## src/rtl/div64_seq.sv

```systemverilog
// div64_seq: sequential 64-bit unsigned restoring divider.
// Produces one quotient bit per clock. Each trial subtraction is done as
// a + ~b + 1 on a 64-bit carry-lookahead adder (cla64 below).
// Optional feature: define DIV64_SEQ_EARLY_EXIT_EN to finish in one cycle
// when dividend < divisor. Without it, every nonzero-divisor operation
// takes exactly 64 cycles.
`timescale 1ns/1ps

module div64_seq (
  input  logic        clk,
  input  logic        reset,
  input  logic        start,
  input  logic [63:0] dividend,
  input  logic [63:0] divisor,
  output logic        busy,
  output logic        done,
  output logic [63:0] quotient,
  output logic [63:0] remainder,
  output logic        div_by_zero
);

  typedef enum logic [1:0] {
    S_IDLE = 2'd0,
    S_RUN  = 2'd1,
    S_ZERO = 2'd2
  } state_t;

  // ---------------------------------------------------------------------
  // cla64: two-level carry-lookahead adder. Bits are grouped in fours,
  // groups in fours again, and carries are resolved top-down.
  // ---------------------------------------------------------------------

  // Carries into positions 1..3 of a 4-wide lookahead block.
  function automatic logic [2:0] la3(input logic [3:0] g, input logic [3:0] p,
                                     input logic c0);
    logic [2:0] c;
    c[0] = g[0] | (p[0] & c0);
    c[1] = g[1] | (p[1] & g[0]) | (p[1] & p[0] & c0);
    c[2] = g[2] | (p[2] & g[1]) | (p[2] & p[1] & g[0]) | (p[2] & p[1] & p[0] & c0);
    return c;
  endfunction

  // Group generate of a 4-wide lookahead block.
  function automatic logic grp_g(input logic [3:0] g, input logic [3:0] p);
    return g[3] | (p[3] & g[2]) | (p[3] & p[2] & g[1]) | (p[3] & p[2] & p[1] & g[0]);
  endfunction

  // Returns {carry_out, sum}.
  function automatic logic [64:0] cla64(input logic [63:0] a, input logic [63:0] b,
                                        input logic cin);
    logic [63:0] g, p, c;
    logic [15:0] g1, p1, c1;
    logic [3:0]  g2, p2, c2;
    logic        cout;
    g = a & b;
    p = a ^ b;
    for (int k = 0; k < 16; k++) begin
      g1[k] = grp_g(g[4*k +: 4], p[4*k +: 4]);
      p1[k] = &p[4*k +: 4];
    end
    for (int j = 0; j < 4; j++) begin
      g2[j] = grp_g(g1[4*j +: 4], p1[4*j +: 4]);
      p2[j] = &p1[4*j +: 4];
    end
    c2   = {la3(g2, p2, cin), cin};
    cout = grp_g(g2, p2) | (&p2 & cin);
    for (int j = 0; j < 4; j++) begin
      c1[4*j +: 4] = {la3(g1[4*j +: 4], p1[4*j +: 4], c2[j]), c2[j]};
    end
    for (int k = 0; k < 16; k++) begin
      c[4*k +: 4] = {la3(g[4*k +: 4], p[4*k +: 4], c1[k]), c1[k]};
    end
    return {cout, p ^ c};
  endfunction

  // ---------------------------------------------------------------------
  // State and datapath registers
  // ---------------------------------------------------------------------
  state_t      r_state;
  state_t      w_next_state;

  logic [63:0] r_q;          // shifting dividend / quotient register
  logic [63:0] r_d;          // captured divisor
  // The partial remainder is always < divisor after each step, so 64 bits
  // hold it; the 65th bit only exists transiently in w_t.
  logic [63:0] r_r;
  logic [5:0]  r_cnt;
  logic        r_dz_path;    // one-cycle path taken because divisor was 0

  logic        r_done;
  logic [63:0] r_quotient;
  logic [63:0] r_remainder;
  logic        r_div_by_zero;

  // Control decoded from state
  logic        w_busy;
  logic        w_capture;
  logic        w_step;
  logic        w_fin_run;
  logic        w_fin_zero;

  // One restoring-division step
  logic [64:0] w_t;
  logic [64:0] w_sub;
  logic [63:0] w_diff;
  logic        w_carry;
  logic        w_qbit;
  logic [63:0] w_r_next;
  logic [63:0] w_q_next;
  logic        w_last;
  logic        w_short;

  assign w_t      = {r_r, r_q[63]};
  assign w_sub    = cla64(w_t[63:0], ~r_d, 1'b1);
  assign w_diff   = w_sub[63:0];
  assign w_carry  = w_sub[64];
  // Subtract when the shifted-out bit is set (t certainly exceeds d) or
  // when t[63:0] - d does not borrow.
  assign w_qbit   = w_t[64] | w_carry;
  assign w_r_next = w_qbit ? w_diff : w_t[63:0];
  assign w_q_next = {r_q[62:0], w_qbit};
  assign w_last   = (r_cnt == 6'd63);

`ifdef DIV64_SEQ_EARLY_EXIT_EN
  assign w_short  = (divisor == 64'd0) || (dividend < divisor);
`else
  assign w_short  = (divisor == 64'd0);
`endif

  // State register
  // NOTE: sequential state uses non-blocking assignments so every register
  // samples pre-edge values regardless of block ordering.
  always_ff @(posedge clk or posedge reset) begin
    if (reset) begin
      r_state <= S_IDLE;
    end else begin
      r_state <= w_next_state;
    end
  end

  // Next-state logic
  // NOTE: every combinational output gets a default first so no path
  // leaves it unassigned (which would infer a latch).
  always_comb begin
    w_next_state = r_state;
    case (r_state)
      S_IDLE:  if (start) w_next_state = w_short ? S_ZERO : S_RUN;
      S_RUN:   if (w_last) w_next_state = S_IDLE;
      S_ZERO:  w_next_state = S_IDLE;
      default: w_next_state = S_IDLE;
    endcase
  end

  // Control outputs decoded from the current state
  always_comb begin
    w_busy     = 1'b0;
    w_capture  = 1'b0;
    w_step     = 1'b0;
    w_fin_run  = 1'b0;
    w_fin_zero = 1'b0;
    case (r_state)
      S_IDLE: w_capture = start;
      S_RUN: begin
        w_busy    = 1'b1;
        w_step    = 1'b1;
        w_fin_run = w_last;
      end
      S_ZERO: begin
        w_busy     = 1'b1;
        w_fin_zero = 1'b1;
      end
      default: ;
    endcase
  end

  // Operand capture and one quotient bit per RUN cycle
  always_ff @(posedge clk or posedge reset) begin
    if (reset) begin
      r_q       <= 64'd0;
      r_d       <= 64'd0;
      r_r       <= 64'd0;
      r_cnt     <= 6'd0;
      r_dz_path <= 1'b0;
    end else if (w_capture) begin
      r_q       <= dividend;
      r_d       <= divisor;
      r_r       <= 64'd0;
      r_cnt     <= 6'd0;
      r_dz_path <= (divisor == 64'd0);
    end else if (w_step) begin
      r_q       <= w_q_next;
      r_r       <= w_r_next;
      r_cnt     <= r_cnt + 6'd1;
    end
  end

  // Result registers: written only on completion, held otherwise
  always_ff @(posedge clk or posedge reset) begin
    if (reset) begin
      r_done        <= 1'b0;
      r_quotient    <= 64'd0;
      r_remainder   <= 64'd0;
      r_div_by_zero <= 1'b0;
    end else begin
      r_done <= w_fin_run | w_fin_zero;
      if (w_fin_run) begin
        r_quotient    <= w_q_next;
        r_remainder   <= w_r_next;
        r_div_by_zero <= 1'b0;
      end else if (w_fin_zero) begin
        // Divide-by-zero saturates the quotient; the early-exit path
        // (dividend < divisor) yields a zero quotient.
        r_quotient    <= {64{r_dz_path}};
        r_remainder   <= r_q;
        r_div_by_zero <= r_dz_path;
      end
    end
  end

  assign busy        = w_busy;
  assign done        = r_done;
  assign quotient    = r_quotient;
  assign remainder   = r_remainder;
  assign div_by_zero = r_div_by_zero;

endmodule

```

## config.mk

```make
export PLATFORM = sky130hd
export DESIGN_NAME = div64_seq
export DESIGN_NICKNAME = d
export VERILOG_FILES = /design/src/rtl/div64_seq.sv
export SDC_FILE = /design/constraint.sdc
export NUM_CORES = 1
export LEC_CHECK = 0
export ABC_CLOCK_PERIOD_IN_PS = 13800
export CAP_MARGIN = 20
export CORE_AREA = 2 2 194 196
export DETAILED_ROUTE_END_ITERATION = 12
export DIE_AREA = 0 0 196 198
export GPL_TIMING_DRIVEN = 0
export PLACE_DENSITY = 0.81
export SYNTH_ARGS = -nofsm -noshare
export SYNTH_HDL_FRONTEND = slang
export SYNTH_SLANG_ARGS = --single-unit
```

## constraint.sdc

```tcl
create_clock -name clk -period 13.8 [get_ports clk]
set_input_delay 2.76 -clock clk [delete_from_list [all_inputs] [get_ports clk]]
set_output_delay 2.76 -clock clk [all_outputs]
set_load 0.01 [all_outputs]
```

==> impl_results.md <==
- DIE AREA: just under 0.04 sq mm
- RSZ-0062 raised after global routing: false
- Cts repair resizes: 0
- Share of flip-flops with an asynchronous set or reset: 100%
- Tmin final: around 5.7 ns
- Worst R2R Start: r_state[1]
- Iteration-0 DRC Markers: between 1000 and 1500
- Leakage power: between 9 and 10 nW
- Worst Hold Path EP: r_dz_path
- Post-CTS Repair Setup Buffers: 0
- Number of synthesized flops with an enable pin: 0
- Top cells by area, synth: dfrtp_1 48%, o21ai_0 7.8%, mux2i_1 6.8%
- Relative slew slack: roughly a fifth
- Seq pwr share: between 20 and 30%
- Routed vias/inst: between 5 and 6
- Startpoint of the worst hold path: r_dz_path
- Startpoint types: input pin
- Grt total ovfl: 0
- Fin util: around three fifths
- WP data required: approximately 14 ns
- Maxcap violations: 0
- Layout cells sized above 1: ~3.7%
- Synth cell types: between 60 and 70
- Setup violations, final: 0
- Initial antenna violation count: 4
- YS warnings: 0
- First-pass GRT wire length: about 85000 um
- Hold Crit Depth: 2
- R2R Path End: quotient[2]
- Longest Clk Path Bufs: 3
- Tightest Hold Check Type: reg -> reg
- Hold buffer count at cts: 0
- Clk_lat worst skew: ~0.53 ns
- Nets: 2350
- Synthesized cell area: ~0.017 sq mm
- Critical Path AT: around 6.1 ns
- Final hold vios: 0
- IO Count: approximately 260
- Wire per inst: approximately 21 um
- Switching part of the total: between 40% and 50%
- Largest area contributor in the synthesized netlist: dfrtp_1
- Critical path class: in -> reg
- Worst hold slack: ~0.48 ns
- Port bufs: approximately 260
- Comb power frac: around 50%
- DP Wirelength: just over 40000 um
- CTS Sinks: between 300 and 400
- Syn Inst Count: around 1800
- Syn nets: 2046
- Area delta synth->final: 26.0%
- Clock power share: about a fifth
- Pins Over Slew Limit: 0
- Clk_skew: approximately 0.017 ns
- Vias: between 15000 and 20000
- Final ANT Viol Nets: 0
- Rows: 71
- Element type at the critical path end: register
- Worst slew pin tran: around 1.2 ns
- FMAX: 0.176 GHz
- GRT Util Overall: 28.3%
- Pin count of the biggest net entering global routing: ~130
- Routability Congestion: around 0.9
- CTS Root Cell: clkbuf_16
- CTS Buf Count: 37
- Tcrit/Tclk final: 41.2%
- Avg Cell Area, Syn: ~9.5 sq um
- Final wirelength: 54900 um
- Share of Yosys cell area claimed by the top area cell type: about 48%
- Vert. Die Dim: approximately 200 um
- Initial core utilization: between 40 and 50%
- Register area share after synthesis: 47.5%
- Critical-path maximum fanout: 10
- Die width: just under 200 um
- R2R setup slack: slightly below 10 ns
- Most common flop cell mapped by yosys: dfrtp_1
- Flops & latches, synth: 331
- Net switching power: approximately 2.1 mW
- PD cells: around 220 mW/mm^2
- Core ar.: about 0.037 sq mm
- Vias in the first global route: around 16000
- Reg clk slew, reported paths: around 0.060 ns
- Outcome: complete, no violations
- Worst VDD drop: ~0.00013 V
- DRC Markers: 0
- CTS tree: built
- Drt pass-1 iters: 5
- Max H-tree Level: 2
- Reg2Reg Depth: 9
- Int Pwr: 2.84 mW
==> cell usage after synthesis (all sizes together), types with 2 or more instances <==
cell type,count
dfrtp,331
o21ai,278
nand2,225
a21oi,216
mux2i,119
clkbuf,112
inv,94
ha,69
nor2b,67
a211oi,66
nor2,31
xnor2,31
nor4,19
a21o,17
xor2,16
fa,15
nand4,11
buf,10
mux2,10
nand3b,9
a31oi,7
nor3,7
o21a,7
nand3,6
or3,6
and2,5
and4,5
a221oi,4
o21bai,4
a21boi,3
a22oi,3
and3,3
o31ai,3
a22o,2
nand2b,2
o211ai,2
o311ai,2
or2,2
==> worst max path at each step <==
stage               startpoint            to  slack (ns)  cells past startpoint
finish                   start       r_d[63]        8.11                      9
global route             start       r_d[63]        7.90                      9
CTS                      start       r_d[63]        8.12                      9
detailed placement       start       r_d[63]        7.60                      9
global placement         reset  quotient[26]       -1.90                      2
floorplan                reset   div_by_zero        1.87                      1
==> critical path, stage by stage <==
cell and delay, ns:
clkdlybuf4s50_1 0.54, and2_1 0.14, clkbuf_1 0.56, clkbuf_1 0.66
clkbuf_1 0.53, buf_8 0.24, clkbuf_1 0.44, nand2_1 0.14
o21ai_0 0.10
==> per-stage QoR <==
step	total power [mW]	TNS [ns]	std cells	cell area (sq um)	setup slack, ns
floorplan	3.20	0	1831	17400	1.87
global placement	3.77	-620.66	2566	20600	-1.90
detailed placement	3.87	0	2569	20700	7.60
CTS	4.90	0	2633	21900	8.12
global route	5.25	0	2638	22000	7.90
finish	4.92	0	2638	22000	8.11
==> power by group through the flow <==
stage / Sequential, mW / Clock (mW) / Combinational, mW
floorplan: 1.40 / 0 / 1.80
global placement: 1.45 / 0 / 2.32
detailed placement: 1.46 / 0 / 2.41
CTS: 1.45 / 1.02 / 2.43
global route: 1.49 / 1.06 / 2.70
finish: 1.45 / 1.01 / 2.45
==> layer usage <==
metal,vias up,part of all wire (%),wire length (um),global-route usage (%)
met2,584,46,25500,46.2
met1,7344,43,23400,37.8
met3,100,7.5,4140,5.16
li1,7037,-,-,-
met5,-,0,0,0
met4,0,3.4,1870,10.6
==> logic make-up after synthesis <==
family	share of synthesized area, %
xor gates and xnor gates	2.36
DFF	47.5
adders and majority gates	6.68
and+or+nand+nor	10.7
muxes	7.48
buffers and inverters	4.85
AOI/OAI and AO/OA	20.4
==> flip-flops by register name, indices dropped and copies added (netlist names) <==
register	count
r_dz_path	1
r_q	64
quotient	64
r_cnt	6
done	1
div_by_zero	1
r_r	64
r_state	2
r_d	64
remainder	64
==> area by class of cell <==
type                    instances  area (sq um)
diodes                          4          10.0
plain buffers                 122           493
clock buffers                  51          1050
clock inverters                13           175
fillers                      3098         15000
inverters                      94           360
multi-input cells            1284          8300
flip-flops and latches        331          8280
well taps                     474           593
repair buffers                265          2690
==> cell usage in the layout, fill, tap and decap left out, types with 31 or more instances in the layout <==
cell type	instances
clkdlybuf4s50_1	261
a21oi_1	215
o21ai_0	270
xnor2_1	31
mux2i_1	119
nor2b_1	67
ha_1	69
inv_1	93
a211oi_1	66
dfrtp_1	331
nand2_1	225
clkbuf_16	39
clkbuf_1	121
nor2_1	31
(Power assumes the default switching activity.)
